--- src/rtl/mem_stage.sv ---
// MEM stage: latches the EXE payload, builds load/mul/alu final result, and drives forwarding and store cancel.
// Define MEM_RDATA_HOLD_EN to keep SRAM read data and the product stable while WB stalls.
module mem_stage #(
    parameter int EXC_NUM   = 6,
    parameter int ES_BUS_WD = 156 + EXC_NUM,
    parameter int MS_BUS_WD = 150 + EXC_NUM
) (
    input  logic                 clk,
    input  logic                 reset,
    input  logic                 ws_allowin,
    output logic                 ms_allowin,
    input  logic                 es_to_ms_valid,
    input  logic [ES_BUS_WD-1:0] es_to_ms_bus,
    input  logic [31:0]          data_sram_rdata,
    input  logic [64:0]          es_mul_res_bus,
    input  logic                 wb_exc,
    input  logic                 wb_ertn,
    output logic                 ms_to_ws_valid,
    output logic [MS_BUS_WD-1:0] ms_to_ws_bus,
    output logic                 ms_to_es_st_cancel,
    output logic [37:0]          ms_fwd_bus,
    output logic [15:0]          ms_csr_blk_bus
);
    typedef struct packed {
        logic               csr_we;
        logic [13:0]        csr_wnum;
        logic [31:0]        csr_wmask;
        logic [31:0]        csr_wdata;
        logic               ertn;
        logic [EXC_NUM-1:0] exc_flgs;
        logic               res_from_mul;
        logic [4:0]         load_op;
        logic               gr_we;
        logic [4:0]         dest;
        logic [31:0]        alu_result;
        logic [31:0]        pc;
    } es_pl_t;

    es_pl_t      pl;
    logic        ms_valid;
    logic        first;
    logic        flush;
    logic        ms_ready_go;
    logic        ms_enter;
    logic        ms_leave;
    logic [31:0] rdata;
    logic [64:0] mul_bus;
    logic [7:0]  ld_byte;
    logic [15:0] ld_half;
    logic [31:0] ld_res;
    logic [31:0] mul_res;
    logic [31:0] final_result;
    logic        has_exc;
    logic        ms_gr_we;

    assign flush          = wb_exc | wb_ertn;
    assign ms_ready_go    = 1'b1;
    assign ms_allowin     = !ms_valid || (ms_ready_go && ws_allowin);
    assign ms_to_ws_valid = ms_valid && ms_ready_go;
    assign ms_enter       = es_to_ms_valid && ms_allowin;
    assign ms_leave       = ms_valid && ms_ready_go && ws_allowin;

    always_ff @(posedge clk) begin
        if (reset) begin
            ms_valid <= 1'b0;
            first    <= 1'b0;
            pl       <= '0;
        end else begin
            // a flush from WB wins over an instruction entering this cycle
            if (flush)
                ms_valid <= 1'b0;
            else if (ms_allowin)
                ms_valid <= es_to_ms_valid;
            first <= ms_enter && !flush;
            if (ms_enter)
                pl <= es_to_ms_bus;
        end
    end

`ifdef MEM_RDATA_HOLD_EN
    logic        hold_vld;
    logic [31:0] hold_rdata;
    logic [64:0] hold_mul;

    always_ff @(posedge clk) begin
        if (reset || flush) begin
            hold_vld   <= 1'b0;
            hold_rdata <= '0;
            hold_mul   <= '0;
        end else if (ms_leave) begin
            hold_vld <= 1'b0;
        end else if (ms_valid && first && !ws_allowin) begin
            // SRAM and multiplier outputs are only valid in the first MEM cycle
            hold_vld   <= 1'b1;
            hold_rdata <= data_sram_rdata;
            hold_mul   <= es_mul_res_bus;
        end
    end

    assign rdata   = hold_vld ? hold_rdata : data_sram_rdata;
    assign mul_bus = hold_vld ? hold_mul   : es_mul_res_bus;
`else
    assign rdata   = data_sram_rdata;
    assign mul_bus = es_mul_res_bus;
`endif

    always_comb begin
        ld_byte = rdata[7:0];
        case (pl.alu_result[1:0])
            2'd0: ld_byte = rdata[7:0];
            2'd1: ld_byte = rdata[15:8];
            2'd2: ld_byte = rdata[23:16];
            2'd3: ld_byte = rdata[31:24];
        endcase
        ld_half = pl.alu_result[1] ? rdata[31:16] : rdata[15:0];

        ld_res = {16'b0, ld_half};
        if (pl.load_op[4])
            ld_res = {{24{ld_byte[7]}}, ld_byte};
        else if (pl.load_op[3])
            ld_res = {{16{ld_half[15]}}, ld_half};
        else if (pl.load_op[2])
            ld_res = rdata;
        else if (pl.load_op[1])
            ld_res = {24'b0, ld_byte};

        mul_res = mul_bus[64] ? mul_bus[63:32] : mul_bus[31:0];

        final_result = pl.alu_result;
        if (|pl.load_op)
            final_result = ld_res;
        else if (pl.res_from_mul)
            final_result = mul_res;
    end

    assign has_exc  = |pl.exc_flgs;
    assign ms_gr_we = pl.gr_we && !has_exc;

    assign ms_to_ws_bus = {pl.csr_we, pl.csr_wnum, pl.csr_wmask, pl.csr_wdata, pl.ertn,
                           pl.exc_flgs, ms_gr_we, pl.dest, final_result, pl.pc};

    assign ms_to_es_st_cancel = ms_valid && (has_exc || pl.ertn);
    assign ms_fwd_bus         = {ms_valid && ms_gr_we, pl.dest, final_result};
    assign ms_csr_blk_bus     = {pl.csr_we && ms_valid, pl.ertn && ms_valid, pl.csr_wnum};

endmodule

--- config.mk ---
export PLATFORM = sky130hd
export DESIGN_NAME = mem_stage
export DESIGN_NICKNAME = d
export VERILOG_FILES = /design/src/rtl/mem_stage.sv
export SDC_FILE = /design/constraint.sdc
export NUM_CORES = 1
export LEC_CHECK = 0
export CAP_MARGIN = 20
export CORE_AREA = 2 2 183 185
export CTS_BUF_LIST = sky130_fd_sc_hd__clkbuf_8
export DETAILED_ROUTE_END_ITERATION = 12
export DIE_AREA = 0 0 185 187
export PLACE_DENSITY = 0.65
export SLEW_MARGIN = 10
export SYNTH_ARGS = -nofsm -noshare
export SYNTH_HDL_FRONTEND = slang
export SYNTH_SLANG_ARGS = --single-unit
--- constraint.sdc ---
create_clock -name clk -period 2 [get_ports clk]
set_input_delay 0.4 -clock clk [delete_from_list [all_inputs] [get_ports clk]]
set_output_delay 0.4 -clock clk [all_outputs]
set_load 0.01 [all_outputs]
==> impl_metrics.env <==
export IMPL_final_area_um2=14100
export IMPL_mostFrequentLayoutCell="clkdlybuf4s50_1"
export IMPL_place_inst=1906
export IMPL_nets=1763
export IMPL_clock_path_buffers=2
export IMPL_leakage_nw=5.55
export IMPL_outcome="complete, but fails checks"
export IMPL_dp_worst_setup_slack_ns=-0.852
export IMPL_ctsHoldBuffers=0
export IMPL_viasPerCell=4.46
export IMPL_grt_overflow_total=0
export IMPL_synth_area_um2=8620
export IMPL_tightest_slew_ns=0.631
export IMPL_gp_congestion=0.909
export IMPL_hold_path_class="primary input to register"
export IMPL_synth_seq_cells=163
export IMPL_grt_pass1_vias=8669
export IMPL_drtIter0Drc=492
export IMPL_critical_path_class="register to output port"
export IMPL_synthDistinctLibCells=42
export IMPL_grt_max_degree=64
export IMPL_port_buffer_count=477
export IMPL_fillers=3341
export IMPL_ys_seq_area_share_pct=37.8
export IMPL_setup_viol=64
export IMPL_yosysWarnings=0
export IMPL_diodes=0
export IMPL_die_y_um=187
export IMPL_syn_avg_cell_area_um2=7.60
export IMPL_drtAntennaViolNets=0
export IMPL_required_ns=1.60
export IMPL_clock_sinks=163
export IMPL_fin_ws_ns=-0.661
export IMPL_layout_drive_gt1_share_pct=19.0
export IMPL_final_core_util_pct=43.0
export IMPL_mostFrequentLayoutCells="408 x clkdlybuf4s50_1, 366 x nand2_1, 176 x a21oi_1, 155 x dfxtp_1, 88 x buf_4"
export IMPL_final_hold_viol_count=0
export IMPL_fp_coreArea_um2=32900
export IMPL_syn_nets=1399
export IMPL_whs_ns=0.365
export IMPL_die_area_um2=34600
export IMPL_skew_ns=0.0134
export IMPL_cts_tree="done"
export IMPL_rsz0062_at_grt="true"
export IMPL_wirelength_mm=32.7
export IMPL_setup_tns_ns=-37.06
export IMPL_cp_arrival_ns=2.26
export IMPL_peakVddDrop_uv=460
export IMPL_firstDrtPassIters=4
export IMPL_pin_count=478
export IMPL_maxCapViolations=0
export IMPL_wl_per_cell_um=16.7
export IMPL_start_util_pct=26.2
export IMPL_clock_fmax_mhz=376
export IMPL_htreeDepth=4
export IMPL_critPathMaxFanout=6
export IMPL_grt_pass1_wl_mm=48.4
export IMPL_root_buffer="clkbuf_8"
export IMPL_antenna_found_initial=0
export IMPL_start_kind="register"
export IMPL_crit_path_end_kind="output port"
export IMPL_powerDensity_nw_per_um2=634
export IMPL_p_total_mw=8.97
export IMPL_numCtsBuffers=17
export IMPL_vias=8744
export IMPL_dp_hpwl_mm=25.6
export IMPL_violations="negative setup slack"
export IMPL_slew_headroom_pct=57.5
export IMPL_period_share_pct=133
export IMPL_route_detailed_drc=0
export IMPL_clk_pin_slew_worst_paths_ns=0.10
export IMPL_die_w_um=185
export IMPL_clk_insertion_delay_late_ns=0.45
export IMPL_syn_to_final_growth_pct=63.9
export IMPL_stdcell_count=1959
export IMPL_post_route_min_period_ns=2.66
export IMPL_num_rows=67
export IMPL_grt_usage_pct=18.0
export IMPL_dpl_cell_area_um2=13500
export IMPL_slew_viol_final=0
export IMPL_synthCells=1134
==> kinds of logic (layout without fill, tap and decap cells) <==
| group | Yosys count | count (layout) | share of synthesized area (%) |
|---|---|---|---|
| AO/OA/AOI/OAI | 265 | 265 | 17.5 |
| buffers and inverters | 258 | 635 | 19.7 |
| flip-flops | 163 | 163 | 37.8 |
| multiplexers | 49 | 49 | 6.86 |
| AND/OR/NAND/NOR | 399 | 399 | 18.1 |
==> critical path: stages, from the launching register on <==
cell and delay [ns]:
dfxtp_2 0.33, or2_4 0.24, or4_4 0.55, buf_12 0.18
buf_6 0.13, o22ai_4 0.21, buf_2 0.17
==> timing repair <==
item | in CTS | in global routing
pin swaps | 12 | 17
gates resized for setup | 299 | 58
buffers inserted | 13 | 8
setup endpoints to repair | 68 | 68
==> final timing paths <==
path | end | depth (start not counted) | startpoint | slack (ns)
worst min register to register | pl[37] | 2 | pl[37] | 0.46
worst min-delay path | ms_csr_blk_bus[4] | 2 | reset | 0.36
worst max register to register | ms_csr_blk_bus[8] | 7 | ms_to_ws_valid | 0.58
worst max-delay path | ms_to_ws_bus[49] | 6 | pl[72] | -0.66
==> synthesized netlist by cell type <==
master	instances	share of area, %
and3_1	1	0.073
o211ai_1	7	0.61
mux4_2	8	2.1
a21o_1	9	0.78
buf_6	3	0.39
mux2i_1	40	4.6
inv_1	4	0.17
nand2_2	1	0.073
o31ai_2	1	0.15
a21oi_1	176	10
o22ai_1	14	1.0
dfxtp_1	163	38
or4_4	1	0.13
nand2_1	368	16
clkbuf_1	43	1.9
or2_4	1	0.10
buf_2	30	1.7
o22ai_2	1	0.15
a21boi_0	1	0.087
a2111oi_0	1	0.10
a311oi_1	1	0.10
nor2b_1	1	0.073
o21ai_0	33	1.9
mux2_2	1	0.13
nor4_4	1	0.25
nand3_1	1	0.058
o21bai_1	1	0.087
o221ai_1	3	0.30
a22o_1	1	0.10
buf_12	1	0.23
buf_1	2	0.087
nor2_1	15	0.65
o21a_1	1	0.087
and2_1	4	0.29
a22oi_1	9	0.78
buf_4	175	15
nor2_2	1	0.073
nor4_1	1	0.073
nand2b_1	2	0.15
a21oi_2	1	0.10
nand2b_2	1	0.10
o221ai_2	5	0.87
==> state kept, by name (all words and copies together) (netlist names) <==
signal / cells
ms_to_ws_valid: 1
ms_csr_blk_bus: 14
ms_to_ws_bus: 104
ms_fwd_bus: 5
pl: 39
==> cell type report <==
class | instances | area, um2 | share of cell area, %
Tap cell | 448 | 561 | 3.97
Sequential cell | 163 | 3280 | 23.2
Clock inverter | 13 | 126 | 0.894
Clock buffer | 19 | 262 | 1.85
Inverter | 4 | 15.0 | 0.106
Timing Repair Buffer | 599 | 5870 | 41.5
Multi-Input combinational cell | 713 | 4030 | 28.5
==> per-layer routing <==
metal	global-route usage, %	share of wire [%]	vias to the layer above
met2	32.6	50	350
met3	5.35	8.3	42
met4	7.45	3.1	0
met5	0	0	-
met1	19.4	38	4050
li1	-	-	4302
==> where the power goes <==
group	internal (mW)	switching [mW]	leakage (nW)
clock	1.07	1.35	0.191
combinational	1.68	1.33	4.01
sequential	3.43	0.114	1.35
total	6.18	2.79	5.55
(Power assumes the default switching activity.)
